===== config.mk =====
export PLATFORM = sky130hd
export DESIGN_NAME = axi4_lite_reg_file_flat
export DESIGN_NICKNAME = d
export VERILOG_FILES = /design/src/rtl/axi4_lite_pkg.sv /design/src/rtl/axi4_lite_if.sv /design/src/rtl/axi4_lite_wr_join.sv /design/src/rtl/axi4_lite_reg_file.sv /design/src/flat_wrapper.sv
export SDC_FILE = /design/constraint.sdc
export NUM_CORES = 1
export LEC_CHECK = 0
export ABC_CLOCK_PERIOD_IN_PS = 4700
export CAP_MARGIN = 25
export CORE_AREA = 2 2 263 265
export DETAILED_ROUTE_END_ITERATION = 10
export DIE_AREA = 0 0 265 267
export HOLD_SLACK_MARGIN = 0.05
export PLACE_DENSITY = 0.6
export SLEW_MARGIN = 15
export SYNTH_ARGS = -nofsm -noshare
export SYNTH_HDL_FRONTEND = slang
export SYNTH_HIERARCHICAL = 1
export SYNTH_SLANG_ARGS = --single-unit

===== constraint.sdc =====
create_clock -name aclk -period 4.7 [get_ports aclk]
set_input_delay 0.705 -clock aclk [delete_from_list [all_inputs] [get_ports aclk]]
set_output_delay 0.705 -clock aclk [all_outputs]
set_load 0.01 [all_outputs]

===== src/rtl/axi4_lite_pkg.sv =====
// Shared AXI4-Lite definitions: response codes, interface configuration
// record and the byte-strobe merge helper used by register slaves.
package axi4_lite_pkg;

  localparam logic [1:0] RESP_OKAY   = 2'b00;
  localparam logic [1:0] RESP_SLVERR = 2'b10;

  // Widest data path the merge helper supports; callers cast to their width.
  localparam int unsigned STRB_MAX_W = 128;
  localparam int unsigned DATA_MAX_W = STRB_MAX_W * 8;

  // Zero in a field means "not specified".
  typedef struct packed {
    logic [31:0] a_w;
    logic [31:0] d_w;
  } axi4_lite_cfg_t;

  // Replace each byte of old_d whose strobe bit is set with the byte of new_d.
  function automatic logic [DATA_MAX_W-1:0] strb_merge(
    input logic [DATA_MAX_W-1:0] old_d,
    input logic [DATA_MAX_W-1:0] new_d,
    input logic [STRB_MAX_W-1:0] strb
  );
    logic [DATA_MAX_W-1:0] merged;
    merged = old_d;
    for (int b = 0; b < int'(STRB_MAX_W); b++) begin
      if (strb[b]) merged[b*8 +: 8] = new_d[b*8 +: 8];
    end
    return merged;
  endfunction

endpackage


===== src/rtl/axi4_lite_if.sv =====
// AXI4-Lite bus bundle (AW, W, B, AR, R channels) with master/slave views.
interface axi4_lite_if #(
  parameter int unsigned A_W = 32,
  parameter int unsigned D_W = 32
);

  logic             awvalid;
  logic             awready;
  logic [A_W-1:0]   awaddr;
  logic             wvalid;
  logic             wready;
  logic [D_W-1:0]   wdata;
  logic [D_W/8-1:0] wstrb;
  logic             bvalid;
  logic             bready;
  logic [1:0]       bresp;
  logic             arvalid;
  logic             arready;
  logic [A_W-1:0]   araddr;
  logic             rvalid;
  logic             rready;
  logic [D_W-1:0]   rdata;
  logic [1:0]       rresp;

  modport slave (
    input  awvalid, awaddr, wvalid, wdata, wstrb, bready, arvalid, araddr, rready,
    output awready, wready, bvalid, bresp, arready, rvalid, rdata, rresp
  );

  modport master (
    output awvalid, awaddr, wvalid, wdata, wstrb, bready, arvalid, araddr, rready,
    input  awready, wready, bvalid, bresp, arready, rvalid, rdata, rresp
  );

endinterface


===== src/rtl/axi4_lite_wr_join.sv =====
// AXI4-Lite write join: single-entry AW and W holds, commit generation and
// the B channel. The parent decodes o_addr and returns i_slverr.
//   aclk, aresetn          clock, async active-low reset
//   i_aw*/o_awready        write address channel
//   i_w*/o_wready          write data channel
//   o_bvalid/i_bready/o_bresp  write response channel
//   i_slverr               decode error for the held address
//   o_commit_c             held pair is written this cycle
//   o_addr/o_data/o_strb   held write payload
module axi4_lite_wr_join
  import axi4_lite_pkg::*;
#(
  parameter int unsigned A_W = 32,
  parameter int unsigned D_W = 32
) (
  input  logic             aclk,
  input  logic             aresetn,
  input  logic             i_awvalid,
  output logic             o_awready,
  input  logic [A_W-1:0]   i_awaddr,
  input  logic             i_wvalid,
  output logic             o_wready,
  input  logic [D_W-1:0]   i_wdata,
  input  logic [D_W/8-1:0] i_wstrb,
  output logic             o_bvalid,
  input  logic             i_bready,
  output logic [1:0]       o_bresp,
  input  logic             i_slverr,
  output logic             o_commit_c,
  output logic [A_W-1:0]   o_addr,
  output logic [D_W-1:0]   o_data,
  output logic [D_W/8-1:0] o_strb
);

  localparam int unsigned S_W = D_W / 8;

  logic           r_aw_held;
  logic           r_w_held;
  logic [A_W-1:0] r_awaddr;
  logic [D_W-1:0] r_wdata;
  logic [S_W-1:0] r_wstrb;
  logic           r_bvalid;
  logic [1:0]     r_bresp;
  logic           w_aw_hs;
  logic           w_w_hs;
  logic           w_commit;

  // Readys come straight from the hold flags, gated low during reset.
  assign o_awready = aresetn & ~r_aw_held;
  assign o_wready  = aresetn & ~r_w_held;
  assign w_aw_hs   = i_awvalid & o_awready;
  assign w_w_hs    = i_wvalid & o_wready;

  // A new response may be issued while the previous one is being accepted.
  assign w_commit  = r_aw_held & r_w_held & (~r_bvalid | i_bready);

  // Address hold.
  always_ff @(posedge aclk or negedge aresetn) begin
    if (!aresetn) begin
      r_aw_held <= 1'b0;
      r_awaddr  <= '0;
    end else if (w_commit) begin
      r_aw_held <= 1'b0;
    end else if (w_aw_hs) begin
      r_aw_held <= 1'b1;
      r_awaddr  <= i_awaddr;
    end
  end

  // Data hold.
  always_ff @(posedge aclk or negedge aresetn) begin
    if (!aresetn) begin
      r_w_held <= 1'b0;
      r_wdata  <= '0;
      r_wstrb  <= '0;
    end else if (w_commit) begin
      r_w_held <= 1'b0;
    end else if (w_w_hs) begin
      r_w_held <= 1'b1;
      r_wdata  <= i_wdata;
      r_wstrb  <= i_wstrb;
    end
  end

  // Write response channel.
  always_ff @(posedge aclk or negedge aresetn) begin
    if (!aresetn) begin
      r_bvalid <= 1'b0;
      r_bresp  <= RESP_OKAY;
    end else if (w_commit) begin
      r_bvalid <= 1'b1;
      r_bresp  <= i_slverr ? RESP_SLVERR : RESP_OKAY;
    end else if (i_bready) begin
      r_bvalid <= 1'b0;
    end
  end

  assign o_bvalid   = r_bvalid;
  assign o_bresp    = r_bresp;
  assign o_commit_c = w_commit;
  assign o_addr     = r_awaddr;
  assign o_data     = r_wdata;
  assign o_strb     = r_wstrb;

endmodule


===== src/rtl/axi4_lite_reg_file.sv =====
// AXI4-Lite slave register bank: N_REGS word registers, each either
// software-writable (with byte strobes) or a read-only view of reg_d.
//   aclk, aresetn  clock, async active-low reset
//   axi4_s         AXI4-Lite slave port
//   reg_q          register contents, slice i = register i (read-only slots 0)
//   reg_d          status inputs returned by read-only registers
//   wr_stb         one-cycle pulse per committed write to a writable register
module axi4_lite_reg_file
  import axi4_lite_pkg::*;
#(
  parameter axi4_lite_cfg_t              C         = '{default: 0},
  parameter int unsigned                 A_W       = 32,
  parameter int unsigned                 D_W       = 32,
  parameter int unsigned                 N_REGS    = 8,
  parameter logic [N_REGS-1:0]           RO_MASK   = '0,
  parameter logic [N_REGS*D_W-1:0]       RESET_VAL = '0
) (
  input  logic                  aclk,
  input  logic                  aresetn,
  axi4_lite_if.slave            axi4_s,
  output logic [N_REGS*D_W-1:0] reg_q,
  input  logic [N_REGS*D_W-1:0] reg_d,
  output logic [N_REGS-1:0]     wr_stb
);

  localparam int unsigned S_W      = D_W / 8;
  localparam int unsigned LSB      = $clog2(S_W);
  localparam int unsigned IDX_W    = $clog2(N_REGS);
  localparam int unsigned HI_SHIFT = LSB + IDX_W;

  // Reject configurations that disagree with the bus or the address map.
  if ((C.a_w != 0 && C.a_w != A_W) || (C.d_w != 0 && C.d_w != D_W) ||
      (D_W % 8 != 0) || (N_REGS < 2) || (N_REGS > 256) ||
      ((N_REGS & (N_REGS - 1)) != 0)) begin : g_cfg_err
    $error("axi4_lite_reg_file: inconsistent configuration");
  end

  // Any address bit above the register index makes the access out of range.
  function automatic logic addr_in_range(input logic [A_W-1:0] addr);
    return (addr >> HI_SHIFT) == A_W'(0);
  endfunction

  function automatic logic [IDX_W-1:0] addr_idx(input logic [A_W-1:0] addr);
    return IDX_W'(addr >> LSB);
  endfunction

  logic [D_W-1:0]              r_regs [N_REGS];
  logic [N_REGS-1:0]           r_wr_stb;
  logic                        r_rvalid;
  logic [D_W-1:0]              r_rdata;
  logic [1:0]                  r_rresp;

  logic                        w_commit_c;
  logic [A_W-1:0]              w_wr_addr;
  logic [D_W-1:0]              w_wr_data;
  logic [S_W-1:0]              w_wr_strb;
  logic                        w_wr_in_range;
  logic [IDX_W-1:0]            w_wr_idx;
  logic                        w_wr_en;
  logic                        w_arready;
  logic                        w_ar_hs;
  logic                        w_rd_in_range;
  logic [IDX_W-1:0]            w_rd_idx;
  logic [D_W-1:0]              w_rd_word;
  logic [N_REGS-1:0][D_W-1:0]  w_reg_d;

  // Write join and B channel.
  axi4_lite_wr_join #(
    .A_W (A_W),
    .D_W (D_W)
  ) u_wr_join (
    .aclk       (aclk),
    .aresetn    (aresetn),
    .i_awvalid  (axi4_s.awvalid),
    .o_awready  (axi4_s.awready),
    .i_awaddr   (axi4_s.awaddr),
    .i_wvalid   (axi4_s.wvalid),
    .o_wready   (axi4_s.wready),
    .i_wdata    (axi4_s.wdata),
    .i_wstrb    (axi4_s.wstrb),
    .o_bvalid   (axi4_s.bvalid),
    .i_bready   (axi4_s.bready),
    .o_bresp    (axi4_s.bresp),
    .i_slverr   (~w_wr_in_range),
    .o_commit_c (w_commit_c),
    .o_addr     (w_wr_addr),
    .o_data     (w_wr_data),
    .o_strb     (w_wr_strb)
  );

  assign w_wr_in_range = addr_in_range(w_wr_addr);
  assign w_wr_idx      = addr_idx(w_wr_addr);
  // Read-only and out-of-range writes are answered but change nothing.
  assign w_wr_en       = w_commit_c & w_wr_in_range & ~RO_MASK[w_wr_idx];

  // Register array and write strobes.
  always_ff @(posedge aclk or negedge aresetn) begin
    if (!aresetn) begin
      for (int i = 0; i < int'(N_REGS); i++) r_regs[i] <= RESET_VAL[i*D_W +: D_W];
      r_wr_stb <= '0;
    end else begin
      r_wr_stb <= '0;
      if (w_wr_en) begin
        r_regs[w_wr_idx]   <= D_W'(strb_merge(DATA_MAX_W'(r_regs[w_wr_idx]),
                                              DATA_MAX_W'(w_wr_data),
                                              STRB_MAX_W'(w_wr_strb)));
        r_wr_stb[w_wr_idx] <= 1'b1;
      end
    end
  end

  assign wr_stb = r_wr_stb;

  for (genvar i = 0; i < int'(N_REGS); i++) begin : g_reg_q
    assign reg_q[i*D_W +: D_W] = RO_MASK[i] ? '0 : r_regs[i];
  end

  // Read path: one beat per AR, data captured on the AR handshake edge, so a
  // same-edge write commit is not visible to that read.
  assign w_reg_d       = reg_d;
  assign w_arready     = aresetn & ~r_rvalid;
  assign w_ar_hs       = axi4_s.arvalid & w_arready;
  assign w_rd_in_range = addr_in_range(axi4_s.araddr);
  assign w_rd_idx      = addr_idx(axi4_s.araddr);
  assign w_rd_word     = RO_MASK[w_rd_idx] ? w_reg_d[w_rd_idx] : r_regs[w_rd_idx];

  always_ff @(posedge aclk or negedge aresetn) begin
    if (!aresetn) begin
      r_rvalid <= 1'b0;
      r_rdata  <= '0;
      r_rresp  <= RESP_OKAY;
    end else if (w_ar_hs) begin
      r_rvalid <= 1'b1;
      r_rdata  <= w_rd_in_range ? w_rd_word : '0;
      r_rresp  <= w_rd_in_range ? RESP_OKAY : RESP_SLVERR;
    end else if (axi4_s.rready) begin
      r_rvalid <= 1'b0;
    end
  end

  assign axi4_s.arready = w_arready;
  assign axi4_s.rvalid  = r_rvalid;
  assign axi4_s.rdata   = r_rdata;
  assign axi4_s.rresp   = r_rresp;

endmodule


===== src/flat_wrapper.sv =====
// flat-port wrapper written by rule: the top's interface ports become plain ports
module axi4_lite_reg_file_flat import axi4_lite_pkg::*;
#(
  parameter axi4_lite_cfg_t              C         = '{default: 0},
  parameter int unsigned                 A_W       = 32,
  parameter int unsigned                 D_W       = 32,
  parameter int unsigned                 N_REGS    = 8,
  parameter logic [N_REGS-1:0]           RO_MASK   = '0,
  parameter logic [N_REGS*D_W-1:0]       RESET_VAL = '0
)
  (aclk, aresetn, reg_q, reg_d, wr_stb, axi4_s_awvalid, axi4_s_awaddr, axi4_s_wvalid, axi4_s_wdata, axi4_s_wstrb, axi4_s_bready, axi4_s_arvalid, axi4_s_araddr, axi4_s_rready, axi4_s_awready, axi4_s_wready, axi4_s_bvalid, axi4_s_bresp, axi4_s_arready, axi4_s_rvalid, axi4_s_rdata, axi4_s_rresp);
  axi4_lite_if #(.A_W(A_W), .D_W(D_W)) axi4_s_i ();
  input  logic aclk;
  input  logic aresetn;
  output logic [N_REGS*D_W-1:0] reg_q;
  input  logic [N_REGS*D_W-1:0] reg_d;
  output logic [N_REGS-1:0] wr_stb;
  input wire logic [$bits(axi4_s_i.awvalid)-1:0] axi4_s_awvalid;
  input wire logic [$bits(axi4_s_i.awaddr)-1:0] axi4_s_awaddr;
  input wire logic [$bits(axi4_s_i.wvalid)-1:0] axi4_s_wvalid;
  input wire logic [$bits(axi4_s_i.wdata)-1:0] axi4_s_wdata;
  input wire logic [$bits(axi4_s_i.wstrb)-1:0] axi4_s_wstrb;
  input wire logic [$bits(axi4_s_i.bready)-1:0] axi4_s_bready;
  input wire logic [$bits(axi4_s_i.arvalid)-1:0] axi4_s_arvalid;
  input wire logic [$bits(axi4_s_i.araddr)-1:0] axi4_s_araddr;
  input wire logic [$bits(axi4_s_i.rready)-1:0] axi4_s_rready;
  output wire logic [$bits(axi4_s_i.awready)-1:0] axi4_s_awready;
  output wire logic [$bits(axi4_s_i.wready)-1:0] axi4_s_wready;
  output wire logic [$bits(axi4_s_i.bvalid)-1:0] axi4_s_bvalid;
  output wire logic [$bits(axi4_s_i.bresp)-1:0] axi4_s_bresp;
  output wire logic [$bits(axi4_s_i.arready)-1:0] axi4_s_arready;
  output wire logic [$bits(axi4_s_i.rvalid)-1:0] axi4_s_rvalid;
  output wire logic [$bits(axi4_s_i.rdata)-1:0] axi4_s_rdata;
  output wire logic [$bits(axi4_s_i.rresp)-1:0] axi4_s_rresp;
  assign axi4_s_i.awvalid = axi4_s_awvalid;
  assign axi4_s_i.awaddr = axi4_s_awaddr;
  assign axi4_s_i.wvalid = axi4_s_wvalid;
  assign axi4_s_i.wdata = axi4_s_wdata;
  assign axi4_s_i.wstrb = axi4_s_wstrb;
  assign axi4_s_i.bready = axi4_s_bready;
  assign axi4_s_i.arvalid = axi4_s_arvalid;
  assign axi4_s_i.araddr = axi4_s_araddr;
  assign axi4_s_i.rready = axi4_s_rready;
  assign axi4_s_awready = axi4_s_i.awready;
  assign axi4_s_wready = axi4_s_i.wready;
  assign axi4_s_bvalid = axi4_s_i.bvalid;
  assign axi4_s_bresp = axi4_s_i.bresp;
  assign axi4_s_arready = axi4_s_i.arready;
  assign axi4_s_rvalid = axi4_s_i.rvalid;
  assign axi4_s_rdata = axi4_s_i.rdata;
  assign axi4_s_rresp = axi4_s_i.rresp;
  axi4_lite_reg_file #(.C(C), .A_W(A_W), .D_W(D_W), .N_REGS(N_REGS), .RO_MASK(RO_MASK), .RESET_VAL(RESET_VAL)) u_core (.aclk(aclk), .aresetn(aresetn), .axi4_s(axi4_s_i), .reg_q(reg_q), .reg_d(reg_d), .wr_stb(wr_stb));
endmodule

==> impl_metrics.yaml <==
run_status:
  outcome: "finished clean"
cells_and_area:
  area_delta_synth_final_pct: 36.2
  fin_nets: 2066
  fin_util_pct: 36.4
  stdcell_area_mm2: 0.0247
  drive_gt1_share_pct: 31.9
  stdcell_count: 2621
critical_path:
  r2r-start: "u_core/u_wr_join/o_addr[3]"
  r2r_setup_slack_ns: 1.45
  crit_fanout: 26
  critPathLaunch: "u_core/u_wr_join/o_addr[3]"
  cp-end-kind: "register"
  path_class: "reg2reg"
  startpoint_type: "register"
  arrival_ns: 3.75
  worstPathRequired_ns: 5.21
route:
  first_pass_iters: 5
  drc: 0
  wl_per_cell_um: 27.7
  vias: 13600
  ant_nets: 0
  routed_wl_mm: 72.5
  drt_iter0_drc: 1011
  via_per_inst: 5.18
logic_synthesis:
  ys_warn_count: 6
  syn_area_mm2: 0.0182
  synth_fp_nets: 1670
  synthCells: 1307
  avgSynthCellArea_um2: 13.9
power:
  power.density_mw_per_mm2: 404
  leakagePower_uw: 0.0108
  irDropWorstVdd_v: 0.000235
placed_design:
  dpl.hpwl_mm: 48.1
  gp_congestion: 0.818
  dp_cells: 2538
  placedInstanceArea_mm2: 0.0232
  pre_cts_ws_ns: 0.856
  port_buffers: 405
sta:
  fin_skew_ns: 0.0152
  setup_ws_ns: 1.45
  relSlewSlack_pct: 23.9
  worstMarginPinSlew_ns: 1.14
  fmax_ghz: 0.308
  setup_viol_count_final: 0
  setup_tns_ns: 0
  period_share_pct: 69.0
  hold_viol_final: 0
  period_needed_ns: 3.25
  rsz0062_at_grt: "no"
  maxSlewViolCount: 0
die:
  start_util_pct: 26.7
  dieArea_mm2: 0.0708
  core-area_mm2: 0.0680
  die_w_um: 265
  num_rows: 96
  die_h_um: 267
  ios: 668
grt:
  grt_pass1_vias: 14200
  grt_pass1_wl_mm: 103
  antenna_found_initial: 3
  overflow: 0
  grt_max_degree: 174
  grt_use_total_pct: 20.1
clock_network:
  cts_tree: "yes"
  cts_buffer_depth: 3
  cts.sinks: 368
  clk_pin_slew_ns: 0.06
  insertion_delay_ns: 0.57
  root_buffer: "clkbuf_16"
  cts.htree.levels: 2
  postCtsHoldBufs: 0
  cts_resized: 0
  post_cts_buffers: 0
  cts_buffers: 44
worst_hold_path:
  hold_class: "in2async"
job:
  drv_cap: 0
## area by class of cell
type | count | area [um^2]
Fill cell | 6527 | 43200
Sequential cell | 368 | 9220
Multi-Input combinational cell | 826 | 8470
Timing Repair Buffer | 447 | 4410
Clock buffer | 67 | 1330
Tap cell | 882 | 1100
Clock inverter | 14 | 138
Inverter | 16 | 60.1
Antenna cell | 1 | 2.50
## power by group
part | switching [uW] | internal (uW) | total (uW)
Combinational | 1690 | 925 | 2610
Clock | 1400 | 2060 | 3460
Sequential | 468 | 3460 | 3920
## registers in the layout, summed over array words and instances (netlist names)
| signal | cells |
|---|---|
| u_core/u_wr_join/r_w_held | 1 |
| u_core/axi4_s.rresp | 1 |
| u_core/u_wr_join/o_strb | 4 |
| u_core/axi4_s.rvalid | 1 |
| u_core/u_wr_join/o_addr | 30 |
| u_core/u_wr_join/o_bvalid | 1 |
| u_core/u_wr_join/o_data | 32 |
| u_core/axi4_s.rdata | 32 |
| u_core/wr_stb | 8 |
| u_core/u_wr_join/r_aw_held | 1 |
| u_core/reg_q | 256 |
| u_core/u_wr_join/o_bresp | 1 |
## metrics by stage
| stage | total power, uW | hold WS [ns] |
|---|---|---|
| 2_1_floorplan | 5270 | 0.409 |
| 3_3_place_gp | 6540 | 0.467 |
| 3_5_place_dp | 6610 | 0.470 |
| 4_1_cts | 10100 | 0.135 |
| 5_1_grt | 10500 | 0.135 |
| 6_report | 10000 | 0.0987 |
## cell usage in the layout (no fill, tap or decap), types with 8 or more instances in the layout
cell / count
mux2_2: 312
nor2_1: 14
inv_1: 15
o21ai_0: 44
clkbuf_1: 10
clkdlybuf4s50_1: 401
mux2_4: 30
a21oi_1: 43
a22oi_1: 31
nand3_1: 8
nor4_1: 15
mux4_2: 64
a221oi_1: 9
a22o_1: 11
nor2b_1: 17
clkbuf_8: 12
mux2i_1: 86
o221a_2: 8
dfrtp_1: 365
clkbuf_16: 45
buf_4: 40
nand2_1: 47
o2bb2ai_1: 14
## path summary, 6_finish.rpt
| check | to | cells after the start |
|---|---|---|
| max in group asynchronous | u_core/reg_q[44] | 2 |
| worst min register to register | u_core/axi4_s.rdata[29] | 2 |
| min in group aclk | u_core/axi4_s.rdata[29] | 2 |
| worst min-delay path | u_core/u_wr_join/o_addr[11] | 1 |
| worst max-delay path | u_core/reg_q[145] | 6 |
| worst max register to register | u_core/reg_q[145] | 6 |
## layer usage
| layer | track usage [%] | share of wire (%) | up-vias |
|---|---|---|---|
| met5 | 0 | 0.014 | - |
| met4 | 6.31 | 2.7 | 2 |
| met3 | 5.92 | 8.6 | 118 |
| met2 | 31.0 | 45 | 604 |
| met1 | 27.2 | 44 | 7086 |
| li1 | - | - | 5771 |
## worst max-delay path, stage by stage (launching register included)
cell       delay, ns
dfrtp_4         0.77
buf_4           0.42
clkinv_1        0.73
o2bb2ai_1       0.39
a22oi_1         0.12
a21oi_1         0.46
mux2_2          0.26
Note: power is estimated with default switching activity, not from simulation.
